File: config.mk
export PLATFORM = sky130hd
export DESIGN_NAME = fetch_queue
export DESIGN_NICKNAME = d
export VERILOG_FILES = /design/src/rtl/mmix_defs.sv /design/src/rtl/sync_fifo.sv /design/src/rtl/fetch_queue.sv
export SDC_FILE = /design/constraint.sdc
export NUM_CORES = 1
export LEC_CHECK = 0
export BUFFER_PORTS_ARGS = -buffer_cell sky130_fd_sc_hd__buf_2
export CORE_MARGIN = 2
export CORE_UTILIZATION = 55
export DETAILED_ROUTE_END_ITERATION = 8
export PLACE_DENSITY = 0.86
export SYNTH_ARGS = -nofsm -noshare
export SYNTH_HDL_FRONTEND = slang
export SYNTH_SLANG_ARGS = --single-unit
File: constraint.sdc
create_clock -name clk -period 5.6 [get_ports clk]
set_input_delay 0.56 -clock clk [delete_from_list [all_inputs] [get_ports clk]]
set_output_delay 0.56 -clock clk [all_outputs]
set_load 0.05 [all_outputs]
File: src/rtl/mmix_defs.sv
// Shared MMIX front-end definitions: fetch record, interrupt bit positions,
// mirror FSM encoding and the instruction field splitter.
package mmix_defs;

  localparam int PX_BIT = 0;
  localparam int F_BIT  = 1;

  localparam logic [7:0] SWYM = 8'hFD;

  typedef struct packed {
    logic [63:0] loc;
    logic [31:0] inst;
    logic [7:0]  interrupt;
  } fetch;

  typedef struct packed {
    logic [7:0] op;
    logic [7:0] x;
    logic [7:0] y;
    logic [7:0] z;
    logic       imm;
  } inst_fields_t;

  typedef enum logic [1:0] {
    M_IDLE = 2'd0,
    M_BUSY = 2'd1,
    M_COOL = 2'd2
  } mirror_state_t;

  // Opcode LSB selects the Z-immediate form for most MMIX op pairs.
  function automatic inst_fields_t split_inst(input logic [31:0] inst);
    inst_fields_t f;
    f.op  = inst[31:24];
    f.x   = inst[23:16];
    f.y   = inst[15:8];
    f.z   = inst[7:0];
    f.imm = inst[24];
    return f;
  endfunction

endpackage

File: src/rtl/sync_fifo.sv
// Generic single-clock FIFO with flush; head is read combinationally from rd_ptr.
// Caller must not push when full nor pop when empty; such requests are ignored.
module sync_fifo
  import mmix_defs::*;
#(
  parameter int  DEPTH = 4,
  parameter type T     = fetch
) (
  input  logic                     clk,
  input  logic                     reset,
  input  logic                     flush,
  input  logic                     push,
  input  T                         push_data,
  input  logic                     pop,
  output T                         head,
  output logic [$clog2(DEPTH):0]   count,
  output logic                     full,
  output logic                     empty
);

  localparam int PW = $clog2(DEPTH);
  localparam int CW = PW + 1;

  T               mem [DEPTH];
  logic [PW-1:0]  rd_ptr;
  logic [PW-1:0]  wr_ptr;
  logic [CW-1:0]  cnt;
  logic           do_push;
  logic           do_pop;

  assign full    = (cnt == CW'(DEPTH));
  assign empty   = (cnt == '0);
  assign do_push = push && !full;
  assign do_pop  = pop && !empty;
  assign head    = mem[rd_ptr];
  assign count   = cnt;

  // Flush drops every entry by snapping rd_ptr onto wr_ptr.
  always_ff @(posedge clk) begin
    if (reset) begin
      rd_ptr <= '0;
      wr_ptr <= '0;
      cnt    <= '0;
    end else if (flush) begin
      rd_ptr <= wr_ptr;
      cnt    <= '0;
    end else begin
      if (do_push) wr_ptr <= wr_ptr + PW'(1);
      if (do_pop)  rd_ptr <= rd_ptr + PW'(1);
      cnt <= cnt + CW'(do_push) - CW'(do_pop);
    end
  end

  always_ff @(posedge clk) begin
    if (!reset && !flush && do_push) mem[wr_ptr] <= push_data;
  end

endmodule

File: src/rtl/fetch_queue.sv
// Instruction buffer between fetch_unit and dispatch: drives fetch requests,
// queues results, and sequences redirects while discarding stale fetches.
module fetch_queue
  import mmix_defs::*;
#(
  parameter int DEPTH = 4
) (
  input  logic                     clk,
  input  logic                     reset,
  output logic                     fetch_enable,
  output logic                     fetch_ctl_change,
  output logic [63:0]              fetch_next_addr,
  input  logic                     fetch_done,
  input  fetch                     fetch_head,
  input  logic                     redirect,
  input  logic [63:0]              redirect_addr,
  output logic                     out_valid,
  input  logic                     out_ready,
  output fetch                     out_head,
  output logic [7:0]               out_op,
  output logic [7:0]               out_x,
  output logic [7:0]               out_y,
  output logic [7:0]               out_z,
  output logic                     out_imm,
  output logic [$clog2(DEPTH):0]   count
);

  localparam int CW = $clog2(DEPTH) + 1;

  mirror_state_t  mirror;
  mirror_state_t  mirror_nxt;
  logic           redir_pend;
  logic [63:0]    redir_addr;
  logic [63:0]    issued_addr;
  logic           overflow;

  logic           discard;
  logic           push;
  logic           pop;
  logic           fifo_full;
  logic           fifo_empty;
  logic [CW-1:0]  fifo_count;
  logic [CW-1:0]  count_after_pop;
  inst_fields_t   fields;

  sync_fifo #(
    .DEPTH (DEPTH),
    .T     (fetch)
  ) u_fifo (
    .clk       (clk),
    .reset     (reset),
    .flush     (redirect),
    .push      (push),
    .push_data (fetch_head),
    .pop       (pop),
    .head      (out_head),
    .count     (fifo_count),
    .full      (fifo_full),
    .empty     (fifo_empty)
  );

  // Anything that completes during or after a redirect belongs to the old stream.
  assign discard         = redirect || redir_pend;
  assign out_valid       = !reset && !fifo_empty && !discard;
  assign pop             = out_valid && out_ready;
  assign push            = fetch_done && !discard && !fifo_full;
  assign count_after_pop = fifo_count - CW'(pop);
  assign count           = fifo_count;

  assign fields  = split_inst(out_head.inst);
  assign out_op  = fields.op;
  assign out_x   = fields.x;
  assign out_y   = fields.y;
  assign out_z   = fields.z;
  assign out_imm = fields.imm;

  always_ff @(posedge clk) begin
    if (reset) mirror <= M_IDLE;
    else       mirror <= mirror_nxt;
  end

  always_comb begin
    mirror_nxt = mirror;
    unique case (mirror)
      M_IDLE:  if (fetch_enable) mirror_nxt = M_BUSY;
      M_BUSY:  if (fetch_done)   mirror_nxt = M_COOL;
      M_COOL:  mirror_nxt = M_IDLE;
      default: mirror_nxt = M_IDLE;
    endcase
  end

  // One slot is always held back so the fetch in flight can land.
  always_comb begin
    fetch_enable     = 1'b0;
    fetch_ctl_change = 1'b0;
    fetch_next_addr  = issued_addr;
    if (!reset && mirror == M_IDLE && !redirect) begin
      if (redir_pend) begin
        fetch_enable     = 1'b1;
        fetch_ctl_change = 1'b1;
        fetch_next_addr  = redir_addr;
      end else if (count_after_pop <= CW'(DEPTH - 2)) begin
        fetch_enable = 1'b1;
      end
    end
  end

  always_ff @(posedge clk) begin
    if (reset) begin
      redir_pend  <= 1'b0;
      redir_addr  <= '0;
      issued_addr <= '0;
      overflow    <= 1'b0;
    end else begin
      if (redirect) begin
        redir_pend <= 1'b1;
        redir_addr <= redirect_addr;
      end else if (fetch_ctl_change) begin
        redir_pend  <= 1'b0;
        issued_addr <= redir_addr;
      end
      if (fetch_done && !discard && fifo_full) overflow <= 1'b1;
    end
  end

  a_no_overflow: assert property (@(posedge clk) disable iff (reset)
    !(fetch_done && !discard && fifo_full));

endmodule

======== Word-level counts from Yosys, hierarchy flattened ========
Memory sizes are Yosys's and may differ from the RTL's. A register that Yosys moved wholly into a read port is not among the register bits.
Cells that the tools add are included.
word-level totals
  flip-flop bits (word level) ............. 138
  bits in latches ......................... 0
  RAM bits ................................ 416
  ROM bits ................................ 0
  bits of input ports ..................... 173
  output and inout port bits .............. 207
  word-level logic and storage cells ...... 62
  memories kept ........................... 1
memory list
  name        depth  width  rd ports  clocked after Yosys merged registers in  write ports  line             RTL
  u_fifo.mem  4      104    1         1                                        1            sync_fifo.sv:24  T mem [DEPTH];
operators by class
  add/subtract/negate cells ............... 5
  $mul .................................... 0
  divide/modulo/power cells ............... 0
  order comparisons ....................... 1
  equality and inequality tests ........... 4
  shift-type cells ........................ 0
  multiplexer cells ....................... 18
  bitwise operators ....................... 1
  reduce and logical (&&, ||, !) cells .... 25
operator list
  cell                   number
  $mux W64               2
  $mux W2                6
  $logic_and A1 B1 Y1    11
  $mux W1                9
  $reduce_and A2 Y1      3
  $sub A3 B1 Y3          2
  $logic_not A1 Y1       5
  $add A2 B1 Y2 const B  2
  $ne A2 B2 Y1 const B   2
  $pmux W2 S2            1
  $reduce_bool A2 Y1     2
  $add A3 B1 Y3          1
  $eq A3 B3 Y1 const B   1
  $le A3 B2 Y1 const B   1
  $logic_not A3 Y1       1
  $eq A2 B1 Y1 const B   1
  $logic_not A2 Y1       1
  $reduce_or A2 Y1       1
  $logic_or A1 B1 Y1     1
  $not A1 Y1             1

======== Depth between registers and ports, before layout ========
Gate-level depths: netlist of run 1.
  depth in word-level cells ............... 12
  depth in mapped cells ................... 10
  gate-level depth less buffers ........... 9

======== By module ========
A second synthesis of run 1 with hierarchy kept.
unflattened totals
  cell total of the unflattened synthesis .. 1,219
  area total of the unflattened synthesis .. 21,048.9 sq um
modules (own cells, without submodules)
  module       times used  cells an instance  area an instance (sq um)  seq. area each (sq um)
  sync_fifo    1           597                15,532.4                  12,672.2
  fetch_queue  1           622                5,516.5                   2,622.5

======== Worst setup path before layout of run 1 ========
No wires, ideal clock.
  path kind ............................... input to register
  start ................................... input port redirect
  end ..................................... memory u_fifo.mem[1][0] (netlist name) (enable)
  library setup time ...................... 475 ps
  arrival ................................. 3,679 ps
  data required time ...................... 5,125 ps
  slack ................................... 1,446 ps
  cell stages on the path ................. 3
  buffers on the path ..................... 0
  path through ............................ or3b_1 -> nor3_1 -> and2_1
between the ends
  cells in the longest elaborated chain, start to end .. 8
  elaborated cells on any way between the ends .. 10
  those cells by class .................... mux: 2; reduce/logical: 8
RTL lines
  what                             line               RTL
  start, declared                  fetch_queue.sv:15  input logic redirect,
  $logic_or A1 B1 Y1               fetch_queue.sv:63  assign discard = redirect || redir_pend;
  $logic_not A1 Y1                 --
  $logic_and A1 B1 Y1              --
  $logic_and A1 B1 Y1              fetch_queue.sv:66  assign push = fetch_done && !discard && !fifo_full;
  $logic_and A1 B1 Y1              sync_fifo.sv:33    assign do_push = push && !full;
  $logic_and A1 B1 Y1 *            sync_fifo.sv:55    if (!reset && !flush && do_push) mem[wr_ptr] <= push_data;
  $mux W1 *                        sync_fifo.sv:55
  $mux W1 (not written as such) *  sync_fifo.sv:55
  end, declared                    sync_fifo.sv:24
Every way passes the cells marked *; elsewhere a longest branch is shown, timed or not.

======== Final worst setup path of run 1 ========
  start ................................... register redir_pend
  end ..................................... output port fetch_enable
between the ends
  cells in the longest elaborated chain, start to end .. 9
RTL lines
  what                    line                RTL
  start, declared         fetch_queue.sv:32   logic redir_pend;
  start signal, assigned  fetch_queue.sv:110  redir_pend <= 1'b0;
  start signal, assigned  fetch_queue.sv:116  redir_pend <= 1'b1;
  start signal, assigned  fetch_queue.sv:119  redir_pend <= 1'b0;
  $logic_or A1 B1 Y1      fetch_queue.sv:63
  $logic_not A1 Y1        --
  $logic_and A1 B1 Y1     fetch_queue.sv:64   assign out_valid = !reset && !fifo_empty && !discard;
  $logic_and A1 B1 Y1     fetch_queue.sv:65   assign pop = out_valid && out_ready;
  $sub A3 B1 Y3           fetch_queue.sv:67   assign count_after_pop = fifo_count - CW'(pop);
  $le A3 B2 Y1            fetch_queue.sv:102  end else if (count_after_pop <= CW'(DEPTH - 2)) begin
  $mux W1                 fetch_queue.sv:102
  $mux W1 *               fetch_queue.sv:98   if (redir_pend) begin
  $mux W1 *               fetch_queue.sv:97   if (!reset && mirror == M_IDLE && !redirect) begin
  end, declared           fetch_queue.sv:10   output logic fetch_enable,
Marked as above.

==> qor.log, run 1 <==
[status] status finished clean
[run] maxcap violations 0
[pwr] Cell Pwr Density 355 nW/um^2
[routing] number of search-and-repair iterations in the first detailed-routing pass 5
[clock_network] CTS tree built
[synth] area of the mapped netlist 21000 sq um
[setup_path] worst-path maximum fanout 34
[worst_hold_path] startpoint of the worst hold path fetch_head[98]
[sta] part of the cycle the worst path needs 0.662
[place] Setup WS pre-CTS 2.13 ns
[floorplanning] placement row count 71
[clock_network] clock slew at reported path FFs 0.06 ns
[setup_path] R2R Path Start redir_pend$_SDFFE_PP0P_
[synth] net count of the mapped netlist 1398
[grt] global-route wire length before repair 71.3 mm
[sta] min Tclk post-route 3.71 ns
[setup_path] launching element type of the critical path flip-flop
[pwr] Power Total 8800 uW
[clock_network] Post-CTS Setup Inserts 0
[sta] final-report hold violation count 0
[floorplanning] I/O pin total 380
[synth] Synth Flop Type sky130_fd_sc_hd__edfxtp_1
[routing] violation count after the first detailed-routing iteration 631
[routing] DRC viols 0
[grt] via count of the first global-routing pass 12.4k
[sta] worst-case clock skew 0.0254 ns
[clock_network] buffer type at the clock tree root sky130_fd_sc_hd__clkbuf_16
[clock_network] latest clock arrival within the worst-skew pair 0.61 ns
[synth] count leader, synth sky130_fd_sc_hd__edfxtp_1
[synth] number of enable flip-flop cells after synthesis 416
[routing] Detail Route Antenna Nets 0
[synth] flop and latch count out of synthesis 556
[routing] total number of vias 12.0k
[routing] Wirelength per Cell 22.8 um
[setup_path] count of cells along the worst register-to-register path 4
[clock_network] CTS sink cnt 556
[final_layout] fraction of final layout cells with drive strength greater than 1 0.398
[sta] unrepaired setup endpoints after global routing no
[routing] total wire length after detailed routing 48.2 mm
[floorplanning] die height 199 um
[sta] slew margin rel. 0.244
[synth] synthesized instance count 1216
[clock_network] post_cts resized 0
[sta] Setup WS post-layout 1.89 ns
[grt] largest net degree at the start of global routing 112
[floorplanning] width of the chip 199 um
[setup_path] Data required, critical path 5.04 ns
[floorplanning] Initial Util 0.557
[routing] routed vias/inst 5.69
[grt] global-route total usage across every layer 0.240
[setup_path] worst setup slack for register-to-register paths 2.64 ns
[sta] actual slew at the worst max-slew pin 1.13 ns
[clock_network] number of H-tree levels 2
[grt] initial antenna violation count 14
[grt] overflow left after global routing 0
[setup_path] nature of the critical path endpoint output pin
[worst_hold_path] hold crit path type in -> reg
[synth] async set or reset register ratio after synthesis 0
[sta] Achievable Freq 270 MHz
[floorplanning] area of the die 39800 sq um
[sta] final setup violating endpoints 0
[pwr] leakage power 0.00932 uW
[sta] aggregate negative setup slack 0 ns
[setup_path] Worst R2R End u_fifo.mem[1][85]$_DFFE_PP_
[synth] number of distinct library cells after synthesis 36
[pwr] maximum VDD drop 0.259 mV
[synth] leading cell types by count after synthesis sky130_fd_sc_hd__edfxtp_1 (416), sky130_fd_sc_hd__dfxtp_1 (140), sky130_fd_sc_hd__mux4_2 (104)
[place] Port Buffer Count 379
[final_layout] number of fill cells in the layout 2538
[final_layout] nets@finish 1737
[setup_path] worst setup path class reg -> out
[clock_network] number of buffers created by CTS 54
[floorplanning] core box area 37700 sq um
[clock_network] Post-CTS Hold Buffers 0
[place] gp weighted congestion 0.840
[sta] Final Slew Violations 0
[synth] post-synthesis average cell area 17.3 sq um
[clock_network] Clock Path Buffers 3
[worst_hold_path] Min-Delay Path Depth 1
[worst_hold_path] hold path endpoint u_fifo.mem[0][98]$_DFFE_PP_
[setup_path] arrival time reported for the critical path endpoint 3.15 ns
[final_layout] Area growth, synth to finish 18.2%
[synth] count of warnings emitted by yosys 0
[synth] dominant cells by area after synthesis sky130_fd_sc_hd__edfxtp_1 (60%), sky130_fd_sc_hd__dfxtp_1 (13%), sky130_fd_sc_hd__mux4_2 (11%)
[synth] post-synthesis sequential area ratio 0.729
[synth] fraction of synthesized cell area taken by the top area cell type 0.595
[synth] library cell occupying the most area in the post-synthesis netlist sky130_fd_sc_hd__edfxtp_1
[place] placed wire-length estimate 28.8 mm
## final cells by class
type,instances,area [sq um],area share
antenna,6,15.0,0.000605
clock buffer,72,1450,0.0585
clock inverter,29,265,0.0107
inverter,9,33.8,0.00136
multi-input combinational,541,5040,0.203
sequential,556,15300,0.617
tap,511,639,0.0258
timing repair buffer,393,2070,0.0834
## registers in the layout (all words and copies together) (netlist names), named ones only
register	flops
mirror	2
u_fifo.count	3
u_fifo.rd_ptr	2
u_fifo.wr_ptr	2
redir_addr	64
issued_addr	64
redir_pend	1
u_fifo.mem	416
## per-stage QoR
step | cells | utilization | hold slack (ns) | instance area (sq um)
2_1_floorplan | 1216 | - | 0.444 | 21000
3_3_place_gp | 2010 | 0.613 | 0.449 | 23100
3_5_place_dp | 2010 | 0.613 | 0.455 | 23100
4_1_cts | 2111 | 0.659 | 0.119 | 24800
5_1_grt | 2114 | 0.659 | 0.142 | 24800
6_report | 2117 | 0.659 | 0.163 | 24800
## how the worst max path moves through the flow
stage / slack (ns) / endpoint / start / depth (start not counted)
6_report: 1.89 / fetch_enable / redir_pend$_SDFFE_PP0P_ / 8
5_1_grt: 1.64 / fetch_enable / redir_pend$_SDFFE_PP0P_ / 8
4_1_cts: 1.90 / fetch_enable / redir_pend$_SDFFE_PP0P_ / 8
3_5_place_dp: 2.13 / fetch_next_addr[33] / redirect / 6
3_3_place_gp: 2.18 / fetch_next_addr[33] / redirect / 6
2_1_floorplan: 1.45 / u_fifo.mem[1][0]$_DFFE_PP_ / redirect / 3
## report_power, final
| part | switching (uW) | internal, uW |
|---|---|---|
| clock | 1520 | 1970 |
| combinational | 547 | 225 |
| sequential | 45.2 | 4490 |
| total | 2110 | 6690 |
## metal layers
layer / wire [um] / global-route usage
met4: 1680 / 0.104
met2: 24100 / 0.403
met3: 4420 / 0.0697
met5: 115 / 0
met1: 17900 / 0.292
## critical path, stage by stage, from the launching register on
cell                      delay [ns]
sky130_fd_sc_hd__dfxtp_2        0.53
sky130_fd_sc_hd__nor4b_1        0.63
sky130_fd_sc_hd__and2_1         0.30
sky130_fd_sc_hd__ha_1           0.20
sky130_fd_sc_hd__ha_1           0.16
sky130_fd_sc_hd__xnor2_1        0.11
sky130_fd_sc_hd__o21ai_0        0.15
sky130_fd_sc_hd__a21oi_1        0.16
sky130_fd_sc_hd__buf_2          0.31
## cells in the final DEF, fill, tap and decap left out, drive strengths merged, types with 2 or more instances in the layout
cell,netlist,final
a2111oi,2,2
a211oi,2,2
a21oi,67,67
and2,6,6
buf,76,393
bufinv,0,3
clkbuf,34,72
clkinv,0,24
dfxtp,140,140
diode,0,6
edfxtp,416,416
ha,8,8
inv,9,10
mux2i,64,64
mux4,104,104
nand2,66,66
nand3,64,64
nor2,67,67
nor3,4,4
nor3b,4,4
nor4b,2,2
o21ai,68,68
or3,2,2
xnor2,3,3
## cells by family after synthesis
kind of cell,after synthesis,share of synthesized area
DFF,556,0.729
and+or+nand+nor,219,0.0460
muxes,168,0.142
AOI/OAI and AO/OA,142,0.0443
buffers and inverters,119,0.0321
adders and majority gates,9,0.00572
xor gates and xnor gates,3,0.00125
(Power assumes the default switching activity.)
==> run 2: changes to the inputs <==
--- a/config.mk
+++ b/config.mk
@@ -7,9 +7,9 @@
 export LEC_CHECK = 0
 export BUFFER_PORTS_ARGS = -buffer_cell sky130_fd_sc_hd__buf_2
 export CORE_MARGIN = 2
-export CORE_UTILIZATION = 55
+export CORE_UTILIZATION = 50
 export DETAILED_ROUTE_END_ITERATION = 8
-export PLACE_DENSITY = 0.86
+export PLACE_DENSITY = 0.83
 export SYNTH_ARGS = -nofsm -noshare
 export SYNTH_HDL_FRONTEND = slang
 export SYNTH_SLANG_ARGS = --single-unit
==> constraint.sdc (replaced) <==
create_clock -name clk -period 3.05 [get_ports clk]
set_input_delay 0.305 -clock clk [delete_from_list [all_inputs] [get_ports clk]]
set_output_delay 0.305 -clock clk [all_outputs]
set_load 0.05 [all_outputs]
==> qor.log, run 2 (same netlist as run 1, synthesis figures left out) <==
[status] status finished clean [unchanged]
[setup_path] Data required, critical path 2.74 ns [was 5.04 ns]
[sta] final-report hold violation count 0 [unchanged]
[pwr] maximum VDD drop 0.511 mV [was 0.259 mV]
[setup_path] R2R Path Start u_fifo.count[1]$_SDFF_PP0_ [was redir_pend$_SDFFE_PP0P_]
[grt] initial antenna violation count 2 [was 14]
[place] Port Buffer Count 379 [unchanged]
[floorplanning] core box area 41700 sq um [was 37700 sq um]
[grt] global-route total usage across every layer 0.241 [was 0.240]
[clock_network] clock slew at reported path FFs 0.06 ns [about the same]
[place] number of cells in the design after placement 2048 [was 2010]
[routing] number of search-and-repair iterations in the first detailed-routing pass 5 [unchanged]
[clock_network] buffer type at the clock tree root sky130_fd_sc_hd__clkbuf_16 [unchanged]
[clock_network] latest clock arrival within the worst-skew pair 0.61 ns [about the same]
[final_layout] fraction of final layout cells with drive strength greater than 1 0.367 [was 0.398]
[setup_path] Worst R2R End u_fifo.count[2]$_SDFF_PP0_ [was u_fifo.mem[1][85]$_DFFE_PP_]
[place] Setup WS pre-CTS 0.382 ns [was 2.13 ns]
[setup_path] family with the most delay on the worst path simple AND/OR/NAND/NOR gates [unchanged]
[floorplanning] width of the chip 209 um [was 199 um]
[final_layout] register with the most flip-flops u_fifo.mem [unchanged]
[sta] min Tclk post-route 2.95 ns
[final_layout] Final Instance Area 26800 sq um [was 24800 sq um]
[grt] largest net degree at the start of global routing 97 [was 112]
[place] area post-placement 23200 sq um [was 23100 sq um]
[place] gp weighted congestion 0.820 [was 0.840]
[routing] total number of vias 13.1k [was 12.0k]
[floorplanning] Initial Util 0.504 [was 0.557]
[setup_path] maximum cell stage delay along the critical path 0.68 ns [was 0.63 ns]
[setup_path] worst setup path startpoint mirror[1]$_SDFFE_PP0P_ [was redir_pend$_SDFFE_PP0P_]
[sta] Achievable Freq 339 MHz
[final_layout] nets@finish 1918 [was 1737]
[final_layout] flip-flop count of the largest register after layout 416 [unchanged]
[grt] global-route wire length before repair 80.1 mm [was 71.3 mm]
[setup_path] worst setup slack for register-to-register paths 0.65 ns [was 2.64 ns]
[pwr] Power Total 16800 uW [was 8800 uW]
[setup_path] launching element type of the critical path flip-flop [unchanged]
[clock_network] CTS tree built [unchanged]
[routing] routed vias/inst 5.64 [was 5.69]
[routing] Detail Route Antenna Nets 0 [unchanged]
[final_layout] most frequent cells in the layout sky130_fd_sc_hd__edfxtp_1 (416), sky130_fd_sc_hd__buf_2 (376), sky130_fd_sc_hd__dlygate4sd3_1 (171) [was sky130_fd_sc_hd__edfxtp_1 (416), sky130_fd_sc_hd__buf_2 (377), sky130_fd_sc_hd__dfxtp_1 (137)]
[floorplanning] area of the die 43600 sq um [was 39800 sq um]
[routing] violation count after the first detailed-routing iteration 1163 [was 631]
[routing] DRC viols 0 [unchanged]
[setup_path] worst setup path class reg -> out [unchanged]
[worst_hold_path] hold crit path type in -> reg [unchanged]
[setup_path] crit path buf inv count 2 [was 1]
[sta] final setup violating endpoints 0 [unchanged]
[setup_path] nature of the critical path endpoint output pin [unchanged]
[setup_path] path length in cells of the critical path 5 [was 8]
[worst_hold_path] startpoint of the worst hold path redirect [was fetch_head[98]]
[setup_path] count of cells along the worst register-to-register path 9 [was 4]
[setup_path] library cell contributing the largest single delay on the critical path sky130_fd_sc_hd__or4_2 [was sky130_fd_sc_hd__nor4b_1]
[sta] slew margin rel. 0.322 [was 0.244]
[setup_path] capturing instance or port of the critical path fetch_next_addr[1] [was fetch_enable]
[routing] Wirelength per Cell 22.9 um [was 22.8 um]
[run] maxcap violations 0 [unchanged]
[pwr] Cell Pwr Density 626 nW/um^2 [was 355 nW/um^2]
[sta] unrepaired setup endpoints after global routing yes [was no]
[routing] total wire length after detailed routing 53.2 mm [was 48.2 mm]
[grt] overflow left after global routing 0 [unchanged]
[clock_network] Clock Path Buffers 3 [unchanged]
[sta] worst-case clock skew 0.0309 ns [was 0.0254 ns]
[setup_path] arrival time reported for the critical path endpoint 2.64 ns [was 3.15 ns]
[final_layout] Area growth, synth to finish 27.7% [was 18.2%]
[grt] via count of the first global-routing pass 13.6k [was 12.4k]
[sta] part of the cycle the worst path needs 0.967
[floorplanning] I/O pin total 380 [unchanged]
[final_layout] largest registers u_fifo.mem (416), issued_addr (64), redir_addr (64) [unchanged]
[clock_network] number of buffers created by CTS 54 [unchanged]
[floorplanning] placement row count 75 [was 71]
[sta] Final Slew Violations 0 [unchanged]
[clock_network] Post-CTS Setup Inserts 0 [unchanged]
[floorplanning] die height 209 um [was 199 um]
[place] placed wire-length estimate 28.2 mm [was 28.8 mm]
[final_layout] commonest non-fill, non-tap cell in the layout sky130_fd_sc_hd__edfxtp_1 [unchanged]
[pwr] leakage power 0.0101 uW [was 0.00932 uW]
[setup_path] ordered list of cells on the worst path or4_2, buf_6, o21ai_0, nand2_1, buf_2 [was nor4b_1, and2_1, ha_1, ha_1, xnor2_1, o21ai_0, a21oi_1, buf_2]
[clock_network] number of H-tree levels 2 [unchanged]
[sta] actual slew at the worst max-slew pin 1.02 ns [was 1.13 ns]
[final_layout] number of standard cells in the layout, taps in and fillers out 2320 [was 2117]
[clock_network] CTS sink cnt 556 [unchanged]
[setup_path] worst-path maximum fanout 65 [was 34]
[sta] Setup WS post-layout 0.102 ns [was 1.89 ns]
-- run 2: worst min-delay path by stage --
stage,endpoint,slack (ns),cells after the start
5_1_grt,u_fifo.rd_ptr[1]$_SDFFE_PP0N_,0.24,4
3_3_place_gp,issued_addr[9]$_SDFFE_PP0P_,0.45,2
6_report,u_fifo.rd_ptr[1]$_SDFFE_PP0N_,0.23,4
3_5_place_dp,issued_addr[17]$_SDFFE_PP0P_,0.45,2
4_1_cts,u_fifo.rd_ptr[1]$_SDFFE_PP0N_,0.20,4
2_1_floorplan,u_fifo.mem[0][0]$_DFFE_PP_,0.40,0
-- run 2: routing by layer --
layer,track usage,wire [um],vias to the layer above,share of wire
li1,-,-,5696,-
met1,0.283,19100,6544,0.36
met2,0.423,27200,725,0.51
met3,0.0721,5180,114,0.097
met4,0.0786,1660,2,0.031
met5,0,13,-,0.00024
-- run 2: layout make-up --
| cell class | count | area [sq um] |
|---|---|---|
| Fill cell | 2680 | 14900 |
| Inverter | 9 | 33.8 |
| Antenna cell | 2 | 5.00 |
| Multi-Input combinational cell | 541 | 5070 |
| Tap cell | 539 | 674 |
| Clock inverter | 35 | 375 |
| Timing Repair Buffer | 574 | 3920 |
| Clock buffer | 64 | 1430 |
| Sequential cell | 556 | 15300 |
-- run 2: what timing repair did --
| item | 4_1_cts | 5_1_grt |
|---|---|---|
| pin swaps | 0 | 1 |
| hold buffers | 171 | 0 |
| resized for setup | 2 | 13 |
| endpoints found under the hold margin | 488 | 0 |
| gates cloned | 0 | 0 |
| endpoints found under the setup margin | 1 | 31 |
-- run 2: stage by stage --
| stage | setup TNS [ns] | util | hold slack [ns] |
|---|---|---|---|
| 4_1_cts | 0 | 0.643 | 0.198 |
| 5_1_grt | -0.00960 | 0.643 | 0.244 |
| 3_3_place_gp | 0 | 0.558 | 0.449 |
| 6_report | 0 | 0.643 | 0.231 |
| 3_5_place_dp | 0 | 0.558 | 0.454 |
| 2_1_floorplan | 0 | - | 0.404 |
-- run 2: power by group --
| group | leakage (uW) | switching [uW] | internal (uW) | total, uW |
|---|---|---|---|---|
| registers | 0.00490 | 70.6 | 8240 | 8310 |
| clock network | 0.000877 | 2870 | 3940 | 6810 |
| logic | 0.00437 | 1090 | 573 | 1660 |
-- run 2: tightest hold or removal path: cells and delay by family --
| family | cells | cell delay [ns] |
|---|---|---|
| AOI/OAI and AO/OA | 1 | 0.21 |
| buffers and inverters | 1 | 0.12 |
| and+or+nand+nor | 2 | 0.15 |
==> run 3: changes to the inputs <==
==> constraint.sdc (replaced) <==
create_clock -name clk -period 3.05 [get_ports clk]
set_input_delay 0.4575 -clock clk [delete_from_list [all_inputs] [get_ports clk]]
set_output_delay 0.4575 -clock clk [all_outputs]
set_load 0.05 [all_outputs]
==> qor.log, run 3 (same netlist as run 1, synthesis figures left out) <==
[floorplanning] core box area 41700 sq um [unchanged]
[setup_path] launching element type of the critical path flip-flop [unchanged]
[setup_path] library cell contributing the largest single delay on the critical path sky130_fd_sc_hd__or4_2 [unchanged]
[pwr] maximum VDD drop 0.513 mV [was 0.511 mV]
[pwr] proportion of total power due to net switching 0.235 [was 0.240]
[pwr] leakage power 0.00942 uW [was 0.0101 uW]
[run] maxcap violations 0 [unchanged]
[place] Port Buffer Count 379 [unchanged]
[pwr] Power Total 15900 uW [was 16800 uW]
[floorplanning] placement row count 75 [unchanged]
[final_layout] register with the most flip-flops u_fifo.mem [unchanged]
[clock_network] CTS tree built [unchanged]
[final_layout] flip-flop count of the largest register after layout 416 [unchanged]
[final_layout] largest registers u_fifo.mem (416), issued_addr (64), redir_addr (64) [unchanged]
[clock_network] number of H-tree levels 2 [unchanged]
[setup_path] worst setup path class reg -> out [unchanged]
[grt] via count of the first global-routing pass 12.2k [was 13.6k]
[final_layout] fraction of final layout cells with drive strength greater than 1 0.409 [was 0.367]
[grt] global routing met2 resource utilization 0.356 [was 0.423]
[sta] final-report hold violation count 0 [unchanged]
[pwr] clock network fraction of total power 0.387 [was 0.406]
[pwr] portion of total power attributed to sequential cells 0.521 [was 0.495]
[setup_path] worst-path maximum fanout 35 [was 65]
[sta] Final Slew Violations 0 [unchanged]
[routing] total wire length after detailed routing 46.8 mm [was 53.2 mm]
[final_layout] commonest non-fill, non-tap cell in the layout sky130_fd_sc_hd__edfxtp_1 [unchanged]
[pwr] Psw 3750 uW [was 4030 uW]
[final_layout] Final Instance Area 25100 sq um [was 26800 sq um]
[final_layout] most frequent cells in the layout sky130_fd_sc_hd__edfxtp_1 (416), sky130_fd_sc_hd__buf_2 (376), sky130_fd_sc_hd__dfxtp_1 (134) [was sky130_fd_sc_hd__edfxtp_1 (416), sky130_fd_sc_hd__buf_2 (376), sky130_fd_sc_hd__dlygate4sd3_1 (171)]
[routing] total number of vias 12.0k [was 13.1k]
[routing] Detail Route Antenna Nets 0 [unchanged]
[sta] Achievable Freq 334 MHz [was 339 MHz]
[place] placed wire-length estimate 30.2 mm [was 28.2 mm]
[clock_network] clock slew at reported path FFs 0.06 ns [about the same]
[setup_path] arrival time reported for the critical path endpoint 2.54 ns [was 2.64 ns]
[final_layout] nets@finish 1761 [was 1918]
[routing] routed vias/inst 5.55 [was 5.64]
[floorplanning] Initial Util 0.504 [unchanged]
[sta] part of the cycle the worst path needs 0.982 [was 0.967]
[clock_network] Post-CTS Hold Buffers 0 [was 171]
[floorplanning] width of the chip 209 um [unchanged]
[floorplanning] die height 209 um [unchanged]
[grt] global-route wire length before repair 70.8 mm [was 80.1 mm]
[setup_path] nature of the critical path endpoint output pin [unchanged]
[grt] largest net degree at the start of global routing 83 [was 97]
[grt] overflow left after global routing 0 [unchanged]
[routing] violation count after the first detailed-routing iteration 983 [was 1163]
[place] gp weighted congestion 0.820 [about the same]
[grt] met3 track demand over resource 0.0742 [was 0.0721]
[final_layout] number of fill cells in the layout 2989 [was 2680]
[grt] met1 GRT Util 0.268 [was 0.283]
[sta] slew margin rel. 0.447 [was 0.322]
[grt] initial antenna violation count 14 [was 2]
[clock_network] CTS sink cnt 556 [unchanged]
[routing] DRC viols 0 [unchanged]
[setup_path] maximum cell stage delay along the critical path 0.69 ns [was 0.68 ns]
[clock_network] Post-CTS Setup Inserts 0 [unchanged]
[pwr] Pint 12200 uW [was 12800 uW]
[clock_network] latest clock arrival within the worst-skew pair 0.57 ns [was 0.61 ns]
[floorplanning] I/O pin total 380 [unchanged]
[setup_path] Data required, critical path 2.59 ns [was 2.74 ns]
[place] area post-placement 23500 sq um [was 23200 sq um]
[status] status finished clean [unchanged]
[final_layout] Area growth, synth to finish 19.7% [was 27.7%]
[routing] number of search-and-repair iterations in the first detailed-routing pass 5 [unchanged]
[setup_path] ordered list of cells on the worst path or4_2, buf_4, o21ai_1, nand2_1, buf_2 [was or4_2, buf_6, o21ai_0, nand2_1, buf_2]
[worst_hold_path] hold crit path type in -> reg [unchanged]
[routing] Wirelength per Cell 21.7 um [was 22.9 um]
[sta] actual slew at the worst max-slew pin 0.829 ns [was 1.02 ns]
[final_layout] sequential cell area 15300 sq um [about the same]
[sta] worst-case clock skew 0.0137 ns [was 0.0309 ns]
[pwr] combinational group share of total power 0.091 [was 0.099]
[sta] min Tclk post-route 3.00 ns [was 2.95 ns]
[sta] unrepaired setup endpoints after global routing yes [unchanged]
[sta] final setup violating endpoints 0 [unchanged]
[floorplanning] area of the die 43600 sq um [unchanged]
[clock_network] Clock Path Buffers 3 [unchanged]
[clock_network] number of buffers created by CTS 54 [unchanged]
[final_layout] area of combinational cells with multiple inputs 5060 sq um [was 5070 sq um]
[grt] routing layer with the top usage in global route met2 [unchanged]
[clock_network] buffer type at the clock tree root sky130_fd_sc_hd__clkbuf_16 [unchanged]
[pwr] Cell Pwr Density 635 nW/um^2 [was 626 nW/um^2]
[grt] global-route total usage across every layer 0.213 [was 0.241]
==> run 3: cell count changes in the layout (fill, tap and decap cells not counted), moves of 4 or more <==
cell	before	now
sky130_fd_sc_hd__dlygate4sd3_1	171	0
sky130_fd_sc_hd__buf_12	9	18
sky130_fd_sc_hd__buf_4	16	23
sky130_fd_sc_hd__bufinv_16	7	2
sky130_fd_sc_hd__clkbuf_1	6	11
sky130_fd_sc_hd__o21ai_0	10	14
sky130_fd_sc_hd__o21ai_1	8	4
==> run 3: what timing repair did <==
action | CTS | global route
cloned | 0 | 0
endpoints found under the setup margin | 2 | 19
gates resized for setup | 7 | 7
pin swaps | 1 | 3
==> run 3: power by group through the flow <==
stage	Clock (uW)	Sequential, uW	Combinational [uW]
after floorplan	0	8440	1080
after global placement	0	8460	1420
after detailed placement	0	8470	1460
after CTS	6320	8310	1470
after global routing	6600	8320	1540
final	6180	8310	1460
==> run 3: through the flow <==
step | worst slack [ns] | instances | setup TNS [ns] | utilization | hold slack, ns
CTS | 0.0260 | 2154 | 0 | 0.603 | 0.0493
floorplan | 0.0394 | 1216 | 0 | - | 0.444
global placement | 0.249 | 2062 | 0 | 0.563 | 0.449
finish | 0.0546 | 2159 | 0 | 0.603 | 0.0905
detailed placement | 0.214 | 2062 | 0 | 0.563 | 0.455
global route | -0.0531 | 2156 | -0.391 | 0.603 | 0.0551
==> run 3: critical path: cells and delay by family, from the launching register on <==
| family | cells | cell delay (ns) |
|---|---|---|
| simple gates | 2 | 0.77 |
| compound gates | 1 | 0.27 |
| buf+inv | 2 | 0.53 |
| flops | 1 | 0.35 |
==> run 3: final cells by class <==
| cell class | instances | share of cell area |
|---|---|---|
| sequential | 556 | 0.609 |
| clock buffer | 69 | 0.0581 |
| inverter | 9 | 0.00134 |
| timing repair buffer | 417 | 0.0961 |
| multi-input combinational | 541 | 0.201 |
| tap | 539 | 0.0268 |
| clock inverter | 23 | 0.00662 |
| antenna | 5 | 0.000498 |
==> run 3: worst paths after layout <==
kind                                                    from                           end  slack (ns)  depth (start not counted)
worst max-delay path                  mirror[1]$_SDFFE_PP0P_           fetch_next_addr[63]        0.05                          5
worst max register to register    u_fifo.count[1]$_SDFF_PP0_    u_fifo.count[2]$_SDFF_PP0_        0.62                          9
worst min-delay path                          fetch_head[11]   u_fifo.mem[3][11]$_DFFE_PP_        0.09                          1
worst min register to register  issued_addr[49]$_SDFFE_PP0P_  issued_addr[49]$_SDFFE_PP0P_        0.46                          2
==> run 3: routing by layer <==
metal / wire length [um] / part of all wire
met1: 18300 / 0.39
met4: 884 / 0.019
met5: 129 / 0.0028
met3: 4470 / 0.095
met2: 23100 / 0.49
